--- src/rtl/handshake_buf_pkg.sv ---
// Shared helpers for handshake buffers: pointer/count widths and
// modulo-N pointer increment for depths that need not be powers of two.
package handshake_buf_pkg;

  function automatic int ptr_width(input int n);
    return (n <= 1) ? 1 : $clog2(n);
  endfunction

  function automatic int cnt_width(input int n);
    return $clog2(n + 1);
  endfunction

  function automatic int unsigned ptr_inc(input int unsigned p, input int unsigned n);
    return (p == n - 1) ? 0 : p + 1;
  endfunction

endpackage

--- src/rtl/ofifo_storage.sv ---
// Register-array storage for ofifo: one synchronous write port and one
// asynchronous read port.
module ofifo_storage #(
  parameter int NUM_SLOTS = 2,
  parameter int DATA_TYPE = 32,
  parameter int ADDR_W    = 1
) (
  input  logic                 clk,
  input  logic                 we,
  input  logic [ADDR_W-1:0]    waddr,
  input  logic [DATA_TYPE-1:0] wdata,
  input  logic [ADDR_W-1:0]    raddr,
  output logic [DATA_TYPE-1:0] rdata
);

  logic [DATA_TYPE-1:0] mem_q [NUM_SLOTS];

  // NOTE: the array has no reset; a slot is only read after a write, and the
  // empty flag masks whatever it held before.
  always_ff @(posedge clk) begin
    if (we) mem_q[waddr] <= wdata;
  end

  assign rdata = mem_q[raddr];

endmodule

--- src/rtl/ofifo.sv ---
// Opaque elastic FIFO: every output comes from registered state, cutting both
// valid/data and ready paths. Optional occupancy port: OFIFO_OCCUPANCY_EN.
module ofifo
  import handshake_buf_pkg::*;
#(
  parameter int NUM_SLOTS = 2,
  parameter int DATA_TYPE = 32
) (
  input  logic                 clk,
  input  logic                 rst,
  input  logic [DATA_TYPE-1:0] ins,
  input  logic                 ins_valid,
  output logic                 ins_ready,
  output logic [DATA_TYPE-1:0] outs,
  output logic                 outs_valid,
  input  logic                 outs_ready
`ifdef OFIFO_OCCUPANCY_EN
  ,
  output logic [cnt_width(NUM_SLOTS)-1:0] count
`endif
);

  localparam int PTR_W = ptr_width(NUM_SLOTS);
  typedef logic [PTR_W-1:0] ptr_t;

  ptr_t head_q, head_d, tail_q, tail_d;
  logic empty_q, empty_d, full_q, full_d;
  logic push, pop;

  function automatic ptr_t advance(input ptr_t p);
    return ptr_t'(ptr_inc(32'(p), NUM_SLOTS));
  endfunction

  assign ins_ready  = !full_q && !rst;
  assign outs_valid = !empty_q && !rst;
  assign push       = ins_valid && ins_ready;
  assign pop        = outs_valid && outs_ready;

  always_comb begin
    head_d  = head_q;
    tail_d  = tail_q;
    empty_d = empty_q;
    full_d  = full_q;
    if (push) tail_d = advance(tail_q);
    if (pop)  head_d = advance(head_q);
    // Simultaneous push and pop leaves occupancy, hence both flags, unchanged.
    case ({push, pop})
      2'b10: begin
        empty_d = 1'b0;
        full_d  = (advance(tail_q) == head_q);
      end
      2'b01: begin
        full_d  = 1'b0;
        empty_d = (advance(head_q) == tail_q);
      end
      default: ;
    endcase
  end

  // NOTE: state registers use non-blocking assignments so every flop samples
  // the pre-edge values computed above.
  always_ff @(posedge clk) begin
    if (rst) begin
      head_q  <= '0;
      tail_q  <= '0;
      empty_q <= 1'b1;
      full_q  <= 1'b0;
    end else begin
      head_q  <= head_d;
      tail_q  <= tail_d;
      empty_q <= empty_d;
      full_q  <= full_d;
    end
  end

`ifdef OFIFO_OCCUPANCY_EN
  localparam int CNT_W = cnt_width(NUM_SLOTS);
  logic [CNT_W-1:0] count_q, count_d;

  always_comb begin
    count_d = count_q;
    case ({push, pop})
      2'b10:   count_d = count_q + CNT_W'(1);
      2'b01:   count_d = count_q - CNT_W'(1);
      default: ;
    endcase
  end

  always_ff @(posedge clk) begin
    if (rst) count_q <= '0;
    else     count_q <= count_d;
  end

  assign count = count_q;
`endif

  ofifo_storage #(
    .NUM_SLOTS (NUM_SLOTS),
    .DATA_TYPE (DATA_TYPE),
    .ADDR_W    (PTR_W)
  ) u_storage (
    .clk   (clk),
    .we    (push),
    .waddr (tail_q),
    .wdata (ins),
    .raddr (head_q),
    .rdata (outs)
  );

endmodule

--- config.mk ---
export PLATFORM = sky130hd
export DESIGN_NAME = ofifo
export DESIGN_NICKNAME = d
export VERILOG_FILES = /design/src/rtl/handshake_buf_pkg.sv /design/src/rtl/ofifo_storage.sv /design/src/rtl/ofifo.sv
export SDC_FILE = /design/constraint.sdc
export NUM_CORES = 1
export LEC_CHECK = 0
export ABC_AREA = 1
export CORE_MARGIN = 2
export CORE_UTILIZATION = 30
export DETAILED_ROUTE_END_ITERATION = 12
export DONT_BUFFER_PORTS = 1
export SLEW_MARGIN = 10
export SYNTH_ARGS = -nofsm -noshare
export SYNTH_HDL_FRONTEND = slang
export SYNTH_HIERARCHICAL = 1
export SYNTH_SLANG_ARGS = --single-unit
--- constraint.sdc ---
create_clock -name clk -period 3.63 [get_ports clk]
set_clock_uncertainty 0.05 [all_clocks]
set_input_delay 0.726 -clock clk [delete_from_list [all_inputs] [get_ports clk]]
set_output_delay 0.726 -clock clk [all_outputs]
set_load 0.01 [all_outputs]
==> qor_table.md, run 1 <==
| Quantity | Value |
|:---|:---|
| Result of the run | complete, no violations |
| Wire per inst | 13.8 um |
| Cell type of the slowest stage on the worst timing path | sky130_fd_sc_hd__dfxtp_2 |
| Drt total wl | 4500 um |
| Cell count after synthesis | 207 |
| Die height | 98.0 um |
| Routability congestion estimate | 0.654 |
| Synth top cells by count | 97 x sky130_fd_sc_hd__nand2_1, 64 x sky130_fd_sc_hd__edfxtp_1, 11 x sky130_fd_sc_hd__nand2_2 |
| Source-to-sink clock delay at the later pin of the worst-skew pair | 0.32 ns |
| Top cells by area, synth | sky130_fd_sc_hd__edfxtp_1 73%, sky130_fd_sc_hd__nand2_1 14%, sky130_fd_sc_hd__dfxtp_1 3.0%, sky130_fd_sc_hd__nand2_2 2.6%, sky130_fd_sc_hd__clkbuf_8 1.6% |
| Final total negative setup slack | 0 ns |
| Setup Crit Path Kind | reg -> out |
| Layout area overhead | 9.49% |
| Area of the die | 9600 sq um |
| Final WS setup | 1.20 ns |
| Inserted Diodes | 0 |
| Critical path, cell by cell | inv_8 -> nand2_1 -> nand2_1 |
| Maximum Capacitance Violations | 0 |
| Synthesized net count | 244 |
| Static leakage | 0.00110 uW |
| Buffer levels on the longest clock path | 2 |
| Clock H-tree levels | 3 |
| Width of the die | 98.0 um |
| Setup Fix Bufs, Post-CTS | 0 |
| Achievable Freq | 411 MHz |
| Kind of path behind the tightest hold check | reg -> reg |
| Count of distinct cell types in the synthesized netlist | 15 |
| Overall Power | 1570 uW |
| Biggest area consumer among synthesized cells | sky130_fd_sc_hd__edfxtp_1 |
| Critical Path RT | 2.85 ns |
| Top cell type's share of synthesized area | 0.725 |
| Maximum number of pins on one net before global-route repair | 38 |
| Cell Pwr Density | 543 nW/um^2 |
| CP Data Arrival Time | 1.65 ns |
| Core area | 8640 sq um |
| Post-synthesis area per instance | 12.8 sq um |
| Maximum VDD drop | 0.000256 V |
| Number of synthesized flops with an enable pin | 64 |
| CTS root buf | sky130_fd_sc_hd__clkbuf_8 |
| Number of rows created at floorplan | 34 |
| DRC violation count after routing | 0 |
| Type of element launching the critical path | register |
| Number of nets in the layout | 249 |
| Time the final worst path needs with I/O delays and setup | 2.43 ns |
| Crit-path max FO | 37 |
| Setup repair after global routing missed its margin | false |
| Most repeated library cell on the critical path | sky130_fd_sc_hd__nand2_1 |
| Via count | 1396 |
| Tightest Pin Transition | 0.958 ns |
| Count of antenna-violating nets left after detailed routing | 0 |
| Number of gates given a new drive strength after cts | 0 |
| Clock slew at reported path FFs | 0.06 ns |
| Via-to-Cell Ratio | 4.30 |
| FFs w/ async S/R, synth | 0 |
| Number of top-level pins | 70 |
| Total half-perimeter wirelength after legalization and detailed placement | 2910 um |
| Clock tree from TritonCTS | done |
| Worst-case hold slack | 0.443 ns |
| Violation count after the first detailed-route iteration | 34 |
| Post-route clock period utilization | 0.670 |
| Post-synth design cell area | 2650 sq um |
| Initial Utilization | 0.307 |
| Global route overflow | 0 |
| Pins over their slew limit | 0 |
| Sequential share of the synthesized area | 0.755 |
| Ratio of cells with drive above 1 in the final layout | 0.134 |
| Via count of the first global-routing pass | 1476 |
| Number of clock buffers inserted by TritonCTS | 9 |
| Critical path's largest stage delay | 0.85 ns |
| Kind of end point of the critical path | primary output |
| Total global routing track utilization | 0.101 |
| Hold-fix buffers at CTS | 0 |
| Most common flop cell mapped by yosys | sky130_fd_sc_hd__edfxtp_1 |
| I/O Buffers | 0 |
| Most frequent cell after synthesis | sky130_fd_sc_hd__nand2_1 |
| Synth warnings | 6 |
| Place WS | 1.23 ns |
| Setup violation total in the final timing report | 0 |
| Flops & latches, synth | 68 |
| Initial antenna violation count | 0 |
| Worst relative slew slack | 0.360 |
| Detailed-router iteration count before antenna repair | 4 |
| Global-route wire length before repair | 7370 um |
| Number of hold violations in the final report | 0 |
| Clock sink count | 68 |
[stage by stage]
step                 util  cell area [sq um]  instances
finish              0.336               2900        325
global route        0.336               2900        325
CTS                 0.336               2900        325
detailed placement  0.315               2720        309
global placement    0.315               2720        309
floorplan               -               2650        207
[routing by layer]
metal | vias to the layer above | GRT usage | part of all wire
met3 | 6 | 0.0666 | 0.10
li1 | 691 | - | -
met2 | 44 | 0.164 | 0.51
met5 | - | 0 | 0
met1 | 655 | 0.104 | 0.38
met4 | 0 | 0.0353 | 0.011
[power breakdown]
group	leakage, uW	internal, uW	switching (uW)
clock network	0.0000911	310	257
registers	0.000619	900	17.4
logic	0.000388	22.8	67.2
total	0.00110	1230	342
[kinds of logic after synthesis]
kind of cell / synth area share
simple gates: 0.183
buf+inv: 0.0529
fa+ha+maj: 0.00472
compound gates: 0.00378
flops: 0.755
[final timing paths]
path / end / cells after the start / from / slack [ns]
worst max register to register: u_storage/mem_q[0][7] / 5 / full_q / 1.69
worst min register to register: empty_q / 2 / empty_q / 0.44
worst max-delay path: outs[13] / 3 / head_q / 1.20
worst min-delay path: empty_q / 2 / empty_q / 0.44
[final cells by class]
class / instances / area, sq um
clock inverters: 6 / 55.1
flip-flops and latches: 68 / 2000
repair buffers: 1 / 20.0
clock buffers: 10 / 128
multi-input cells: 122 / 515
fillers: 867 / 5730
well taps: 108 / 135
inverters: 10 / 45.0
[cells in the final DEF (no fill, tap or decap), drive strengths merged]
master and n:
bufinv 1, edfxtp 64, buf 1, nand2 108, ha 1, dfxtp 4, nand3 4, clkinvlp 1
inv 10, nor3b 1, a21oi 2, clkinv 4, clkbuf 10, nor2 6
[critical path: cells and delay by family (launching register included)]
family | cells | cell delay (ns)
flip-flops | 1 | 0.85
AND/OR/NAND/NOR | 2 | 0.24
buffers and inverters | 1 | 0.22
[registers in the layout, summed over array words and instances (netlist names)]
signal           count
empty_q              1
full_q               1
head_q               1
tail_q               1
u_storage/mem_q     64
No activity file was read; power rests on OpenSTA's default activity.
==> run 2, diff against run 1 <==
Clock period 3.63 ns to 2.4 ns, I/O delays scaled along.
==> run 2 against run 1 <==
Combinational power is 60% higher. Final cell count is 1.2% higher. Sequential share of layout area fell by 0.060 points. Non-clock buffer count is 4 higher. Count of clock-buffer cells in the layout fell by 1. Worst setup slack got worse by 0.88 ns. Total power is 47% higher. Die area is the same. Sequential cell count unchanged. Clock power grew 39%. Global-route usage is 0.33 points higher. Utilization hardly changed. Largest power group unchanged.
==> qor_table.md, run 2 (synthesized netlist as in run 1, its figures left out) <==
| Quantity | Value | Delta |
|:---|:---|:---|
| Clock tree from TritonCTS | done | unchanged |
| Inserted Diodes | 0 | unchanged |
| Pint | 1760 uW | was 1230 uW |
| Maximum number of pins on one net before global-route repair | 33 | was 38 |
| Core area | 8640 sq um | unchanged |
| Clock sink count | 68 | unchanged |
| DRC violation count after routing | 0 | unchanged |
| Cell area after layout | 2900 sq um | about the same |
| Kind of end point of the critical path | primary output | unchanged |
| Number of gates given a new drive strength after cts | 0 | unchanged |
| Violation count after the first detailed-route iteration | 60 | was 34 |
| Fraction of power consumed by sequential logic | 0.598 | was 0.582 |
| Pins over their slew limit | 0 | unchanged |
| Maximum Capacitance Violations | 0 | unchanged |
| Final total negative setup slack | 0 ns | unchanged |
| Achievable Freq | 481 MHz |  |
| Sw Ratio | 0.238 | was 0.217 |
| Instance area at placement | 2740 sq um | was 2720 sq um |
| Cell Pwr Density | 797 nW/um^2 | was 543 nW/um^2 |
| Count of antenna-violating nets left after detailed routing | 0 | unchanged |
| Source-to-sink clock delay at the later pin of the worst-skew pair | 0.33 ns | was 0.32 ns |
| Number of hold violations in the final report | 0 | unchanged |
| Die height | 98.0 um | unchanged |
| Detailed-router iteration count before antenna repair | 4 | unchanged |
| Kind of path behind the tightest hold check | in -> reg | was reg -> reg |
| Area of the die | 9600 sq um | unchanged |
| Util after Layout | 0.336 | about the same |
| I/O Buffers | 0 | unchanged |
| CP Data Arrival Time | 1.55 ns | was 1.65 ns |
| Setup Fix Bufs, Post-CTS | 0 | unchanged |
| Drt total wl | 4730 um | was 4500 um |
| Post-route clock period utilization | 0.866 |  |
| Number of rows created at floorplan | 34 | unchanged |
| Initial antenna violation count | 0 | unchanged |
| Place WS | 0.618 ns | was 1.23 ns |
| Fillers | 867 | unchanged |
| Area of all sequential standard cells | 2000 sq um | unchanged |
| Total area of multi-input combinational cells | 515 sq um | unchanged |
| Initial Utilization | 0.307 | unchanged |
| Total half-perimeter wirelength after legalization and detailed placement | 3060 um | was 2910 um |
| Max FFs per register | 64 | unchanged |
| Number of top-level pins | 70 | unchanged |
| Power share of the clock group | 0.340 | was 0.360 |
| Via count of the first global-routing pass | 1436 | was 1476 |
| Most common cell after layout, fill and taps aside | sky130_fd_sc_hd__nand2_1 | unchanged |
| Clock H-tree levels | 3 | unchanged |
| Clock slew at reported path FFs | 0.08 ns | was 0.06 ns |
| Routability congestion estimate | 0.680 | was 0.654 |
| Wire per inst | 14.4 um | was 13.8 um |
| Setup repair after global routing missed its margin | false | unchanged |
| Layout area overhead | 9.58% | was 9.49% |
| Width of the die | 98.0 um | unchanged |
| Result of the run | complete, no violations | unchanged |
| Maximum VDD drop | 0.000331 V | was 0.000256 V |
| Largest reg by FF count | u_storage/mem_q | unchanged |
| Ratio of cells with drive above 1 in the final layout | 0.154 | was 0.134 |
| Startpoint of the worst-slack reg-to-reg timing path | full_q | unchanged |
| Static leakage | 0.00110 uW | about the same |
| Setup violation total in the final timing report | 0 | unchanged |
| Global route overflow | 0 | unchanged |
| Time the final worst path needs with I/O delays and setup | 2.08 ns |  |
| Number of nets in the layout | 253 | was 249 |
| Type of element launching the critical path | register | unchanged |
| CTS root buf | sky130_fd_sc_hd__clkbuf_8 | unchanged |
| Global-route wire length before repair | 7380 um | was 7370 um |
| Critical Path RT | 1.87 ns | was 2.85 ns |
| Via-to-Cell Ratio | 4.28 | was 4.30 |
| Crit-path max FO | 25 | was 37 |
| Worst relative slew slack | 0.606 | was 0.360 |
| Most frequent cells in the layout | 97 x sky130_fd_sc_hd__nand2_1, 64 x sky130_fd_sc_hd__edfxtp_1, 11 x sky130_fd_sc_hd__nand2_2 | unchanged |
| Number of clock buffers inserted by TritonCTS | 9 | unchanged |
| Via count | 1409 | was 1396 |
| Combinational share of power | 0.062 | was 0.057 |
| Hold-fix buffers at CTS | 0 | unchanged |
| Critical Path Start | head_q | unchanged |
| Total global routing track utilization | 0.104 | was 0.101 |
| Setup Crit Path Kind | reg -> out | unchanged |
| Tightest Pin Transition | 0.590 ns | was 0.958 ns |
| Final WS setup | 0.321 ns | was 1.20 ns |
| Worst Hold Launch | ins[14] | was empty_q |
| Net load switching power | 551 uW | was 342 uW |
| Buffer levels on the longest clock path | 2 | unchanged |
==> run 2: metal layers <==
metal,up-vias,GRT usage,wire (um)
met3,5,0.0608,420
met5,-,0,0
met2,47,0.174,2390
li1,701,-,-
met1,656,0.108,1870
met4,0,0.0385,51
==> run 2: power groups by stage <==
| stage | Clock [uW] | Combinational, uW | Sequential, uW |
|---|---|---|---|
| finish | 786 | 144 | 1380 |
| global route | 868 | 165 | 1390 |
| CTS | 822 | 150 | 1380 |
| detailed placement | 0 | 149 | 1410 |
| global placement | 0 | 147 | 1410 |
| floorplan | 0 | 127 | 1400 |
==> run 2: cell type report <==
type | count | share of cell area
tap | 108 | 0.0465
clock inverter | 7 | 0.0151
timing repair buffer | 5 | 0.0129
inverter | 10 | 0.0155
clock buffer | 9 | 0.0427
multi-input combinational | 122 | 0.178
sequential | 68 | 0.690
==> run 2: worst max-delay path: stages (launching register included) <==
cell,delay (ns)
sky130_fd_sc_hd__dfxtp_2,0.71
sky130_fd_sc_hd__buf_4,0.30
sky130_fd_sc_hd__nand2_1,0.07
sky130_fd_sc_hd__nand2_1,0.12
==> run 2: worst paths after layout <==
| kind | to | slack, ns | cells past startpoint |
|---|---|---|---|
| setup / recovery | outs[21] | 0.32 | 3 |
| hold / removal | u_storage/mem_q[1][14] | 0.18 | 0 |
| setup reg to reg | u_storage/mem_q[1][16] | 0.88 | 6 |
| hold reg to reg | empty_q | 0.44 | 2 |
==> run 2: stage by stage <==
step	cells	hold slack (ns)	power (uW)
2_1_floorplan	207	0.407	1530
3_3_place_gp	313	0.426	1560
3_5_place_dp	313	0.430	1560
4_1_cts	329	0.157	2360
5_1_grt	329	0.151	2420
6_report	329	0.182	2310
